<file path="src/rtl/mod_counter_pkg.sv">
// Shared types for the configurable modulo counter.
// Mode encodings and a helper that folds the reserved mode into wrap.
package mod_counter_pkg;

  typedef enum logic [1:0] {
    MODE_WRAP    = 2'b00,
    MODE_SAT     = 2'b01,
    MODE_ONESHOT = 2'b10
  } cnt_mode_e;

  localparam logic [1:0] MODE_RSVD = 2'b11;

  function automatic logic is_wrap(input logic [1:0] m);
    return (m == MODE_WRAP) || (m == MODE_RSVD);
  endfunction

  function automatic logic is_oneshot(input logic [1:0] m);
    return m == MODE_ONESHOT;
  endfunction

endpackage

</file>
<file path="src/rtl/mod_counter_next.sv">
// Next-step datapath for the modulo counter.
// Purely combinational: step value plus terminal flags.
module mod_counter_next
  import mod_counter_pkg::*;
#(
  parameter int WIDTH = 4
) (
  input  logic [WIDTH-1:0] count,
  input  logic [WIDTH-1:0] max_val,
  input  logic             up,
  input  logic [1:0]       mode,
  output logic [WIDTH-1:0] next_count,
  output logic             at_term,
  output logic             land_term
);

  logic [WIDTH-1:0] inc;
  logic [WIDTH-1:0] dec;

  assign inc = count + WIDTH'(1);
  assign dec = count - WIDTH'(1);

  always_comb begin
    at_term    = 1'b0;
    land_term  = 1'b0;
    next_count = count;
    if (up) begin
      at_term = count >= max_val;
    end else begin
      at_term = count == '0;
    end
    if (!at_term) begin
      next_count = up ? inc : dec;
      land_term  = up ? (inc == max_val)
                      : (dec == '0);
    end else if (is_wrap(mode)) begin
      next_count = up ? '0 : max_val;
    end else begin
      // holding at the top also pulls an over-range load back in
      next_count = up ? max_val : count;
    end
  end

endmodule

</file>
<file path="src/rtl/mod_counter_cfg.sv">
// Configurable modulo counter: wrap, saturate and one-shot modes.
// Priority clr > load > step > hold, all outputs registered.
module mod_counter_cfg
  import mod_counter_pkg::*;
#(
  parameter int WIDTH     = 4,
  parameter int RESET_VAL = 0
) (
  input  logic             clk,
  input  logic             rst,
  input  logic             clr,
  input  logic             en,
  input  logic             up,
  input  logic             load,
  input  logic [WIDTH-1:0] load_val,
  input  logic [WIDTH-1:0] max_val,
  input  logic [1:0]       mode,
  output logic [WIDTH-1:0] count,
  output logic             tc,
  output logic             done
);

  localparam logic [WIDTH-1:0] RST_CNT =
    WIDTH'(RESET_VAL);

  logic [WIDTH-1:0] nxt;
  logic             at_term;
  logic             land_term;
  logic             step;
  logic [WIDTH-1:0] cnt_d;
  logic             tc_d;
  logic             done_d;

  mod_counter_next #(
    .WIDTH (WIDTH)
  ) u_next (
    .count      (count),
    .max_val    (max_val),
    .up         (up),
    .mode       (mode),
    .next_count (nxt),
    .at_term    (at_term),
    .land_term  (land_term)
  );

  assign step = en && !done;

  always_comb begin
    cnt_d  = count;
    tc_d   = 1'b0;
    done_d = done;
    if (clr) begin
      cnt_d  = RST_CNT;
      done_d = 1'b0;
    end else if (load) begin
      cnt_d  = load_val;
      done_d = 1'b0;
    end else if (step) begin
      cnt_d = nxt;
      if (is_wrap(mode)) begin
        tc_d = at_term;
      end else begin
        tc_d = land_term;
      end
      // starting at terminal finishes a one-shot without a tc
      if (is_oneshot(mode)) begin
        done_d = at_term || land_term;
      end
    end
  end

  always_ff @(posedge clk or negedge rst) begin
    if (!rst) begin
      count <= RST_CNT;
      tc    <= 1'b0;
      done  <= 1'b0;
    end else begin
      count <= cnt_d;
      tc    <= tc_d;
      done  <= done_d;
    end
  end

endmodule
</file>
<file path="config.mk">
export PLATFORM = sky130hd
export DESIGN_NAME = mod_counter_cfg
export DESIGN_NICKNAME = d
export VERILOG_FILES = /design/src/rtl/mod_counter_pkg.sv /design/src/rtl/mod_counter_next.sv /design/src/rtl/mod_counter_cfg.sv
export SDC_FILE = /design/constraint.sdc
export NUM_CORES = 1
export LEC_CHECK = 0
export CAP_MARGIN = 30
export CELL_PAD_IN_SITES_DETAIL_PLACEMENT = 0
export CELL_PAD_IN_SITES_GLOBAL_PLACEMENT = 1
export CORE_MARGIN = 5
export CORE_UTILIZATION = 37
export CTS_BUF_LIST = sky130_fd_sc_hd__clkbuf_8
export DETAILED_ROUTE_END_ITERATION = 7
export PLACE_DENSITY = 0.79
export SETUP_SLACK_MARGIN = 0.4
export SLEW_MARGIN = 20
export SYNTH_ARGS = -nofsm -noshare
export SYNTH_HDL_FRONTEND = slang
export SYNTH_HIERARCHICAL = 1
export SYNTH_SLANG_ARGS = --single-unit
</file>
<file path="constraint.sdc">
create_clock -name clk -period 2.56 [get_ports clk]
set_input_delay 0.512 -clock clk [delete_from_list [all_inputs] [get_ports clk]]
set_output_delay 0.512 -clock clk [all_outputs]
set_load 0.005 [all_outputs]
</file>
==> reports/results.tsv <==
metric	value	unit
critPathLaunchType	flop	
clock_skew	0.00507	ns
wl	2.07	mm
synthCells	94	
rsz0062_at_grt	true	
die_h	58.2	um
area_growth	49.7	%
ir_drop	0.000350	V
critPathKind	flop to flop	
dieArea	3390	um^2
max_slew_margin	75.8	%
routed-via-count	755	
cts-htree-levels	1	
dp_hpwl	1.57	mm
grt_usage	13.1	%
synth_enable_flop_cells	0	
min_path_type	flop to flop	
first_global_vias	774	
worst_slew_pin_slew	0.361	ns
n_antenna_cell	0	
clkTransAtPathRegs	0.04	ns
syn_area	861	um^2
portBuffers	21	
synth_nets	119	
worst_ep_required_time	2.66	ns
cts_hold_buf	0	
firstDrtPassIters	4	
power_density	462	nW/um^2
die_x	58.2	um
gp_congestion	0.840	
nNetsFinal	151	
yosysTopAreaCell	dfrtp_1	
path_max_fanout	5	
grt_pass1_wl	3.43	mm
ant_nets	0	
drt_iter0_markers	14	
power	595	uW
fmax	0.478	GHz
syn_area_per_cell	9.16	um^2
cts_tree	done	
finalMaxSlewViolations	0	
core	2210	um^2
viasPerCell	4.93	
crit_chain	inv_4, ha_4, nand2b_4, a211oi_4, o21ai_2, nor2b_4, mux2i_1, mux2i_1, nor2_1, mux2_4	
ys_warn_count	6	
cp.arrival	2.19	ns
crit_path_frequent_cell	mux2i_1	
synth_ff_type	dfrtp_1	
antenna_found_initial	0	
min_period	2.09	ns
synth_common_cells	ha_1 (9), mux2i_1 (9), nor2_1 (9)	
outcome	complete, no violations	
synth_top_cell_area_share	17.4	%
critPathMaxStageDelay	0.42	ns
synth_area_leaders	dfrtp_1 (17%), ha_1 (13%), mux2i_1 (10%), mux2_4 (7.0%), a21oi_1 (4.1%)	
synth_cell_types	36	
ys_seq_elements	6	
finalSetupViolCount	0	
drc_errors	0	
clkLatencyLatePin	0.23	ns
rows	17	
max-cap-violations	0	
hold_viol	0	
ys_seq_area_share	17.4	%
cts_made_buffers	3	
grt.overflow.total	0	
drive_gt1_share	34.4	%
clock-sinks	6	
ios	22	
p_leak	0.592	nW
crit_path_top_delay_cell	dfrtp_2	
fin_tns_setup	0	ns
clockBufferDepth	2	
cp-end-kind	flop	
fillCellCount	198	
period_share	81.7	%
grt_max_degree	12	
async_reset_ff_share	100	%
avgRoutedWirePerCell	13.5	um
clock_tree.root_cell	clkbuf_8	
start_util	38.9	%
metrics by stage:
| step | hold slack [ns] | instances | worst slack (ns) | area, um^2 | util (%) |
|---|---|---|---|---|---|
| global route | 0.522 | 153 | 0.365 | 1290 | 58.3 |
| global placement | 0.489 | 145 | -0.0133 | 1120 | 50.6 |
| CTS | 0.500 | 149 | 0.431 | 1180 | 53.5 |
| detailed placement | 0.491 | 145 | -0.0444 | 1120 | 50.6 |
| floorplan | 0.216 | 94 | 0.416 | 862 | - |
| finish | 0.496 | 153 | 0.468 | 1290 | 58.3 |
repair_timing:
item / CTS / global route
endpoints found under the hold margin: 0 / 0
setup endpoints to repair: 6 / 6
pin swaps: 5 / 8
buffers inserted: 0 / 4
gates cloned: 0 / 0
gates resized for setup: 11 / 16
sequential cells by signal, indices dropped and copies added, names as in the netlist:
| signal | cells |
|---|---|
| done | 1 |
| tc | 1 |
| count | 4 |
worst paths after layout:
path / startpoint / to / slack, ns / cells after the start
setup / recovery: count[0] / count[2] / 0.47 / 10
hold / removal: done / done / 0.50 / 1
setup reg to reg: count[0] / count[2] / 0.47 / 10
hold reg to reg: done / done / 0.50 / 1
max in group asynchronous: rst / count[2] / 1.78 / 1
min in group asynchronous: rst / tc / 0.53 / 1
final cells by class:
type	instances	area, um^2	share of cell area, %
clock buffers	3	41.3	3.20
clock inverters	1	3.75	0.291
inverters	7	28.8	2.23
multi-input cells	76	741	57.5
flip-flops and latches	6	154	11.9
well taps	28	35.0	2.72
repair buffers	32	285	22.1
worst max-delay path, delay by kind of cell, from the launching register on:
kind / cells / cell delay [ns]
buffers and inverters: 1 / 0.10
AOI/OAI and AO/OA: 2 / 0.36
and+or+nand+nor: 3 / 0.36
DFF: 1 / 0.42
muxes: 3 / 0.52
adders and majority gates: 1 / 0.21
per-layer routing:
metal / track usage, % / routed length [um] / vias up
li1: - / - / 389
met1: 15.1 / 895 / 353
met2: 23.9 / 1100 / 13
met3: 4.01 / 77 / 0
met4: 1.99 / 0 / 0
met5: 0 / 0 / -
cell families (layout without fill, tap and decap cells):
kind of cell             count (synthesis)  after routing  share of synthesized area [%]
AND/OR/NAND/NOR                         25             25                           17.4
AO/OA/AOI/OAI                           19             19                           15.6
multiplexers                            14             14                           18.8
buffers and inverters                   12             43                           7.70
adder cells (fa/ha/maj)                  9              9                           13.1
XOR/XNOR                                 9              9                           10.0
flip-flops                               6              6                           17.4
placed cells by master, fill, tap and decap left out, types with 2 or more instances in the layout:
| master | n |
|---|---|
| inv_1 | 5 |
| dfrtp_2 | 3 |
| clkbuf_8 | 3 |
| xor2_1 | 4 |
| clkdlybuf4s50_1 | 15 |
| ha_4 | 4 |
| ha_1 | 5 |
| nand2_1 | 3 |
| buf_4 | 10 |
| mux2i_1 | 9 |
| dfrtp_1 | 3 |
| xnor2_1 | 3 |
| nor2_1 | 9 |
| mux2_4 | 4 |
| nor4_2 | 2 |
| inv_2 | 2 |
| dlygate4sd2_1 | 5 |
| a22oi_1 | 2 |
| o21ai_1 | 2 |
| a21oi_1 | 5 |
| a21oi_2 | 2 |
| and3_1 | 2 |
power by group:
group / total (mW) / switching, mW / internal (mW)
Combinational: 0.317 / 0.141 / 0.176
Sequential: 0.130 / 0.0245 / 0.106
Clock: 0.148 / 0.0451 / 0.103
Total: 0.595 / 0.210 / 0.385
Power figures use the tool's default switching activity.
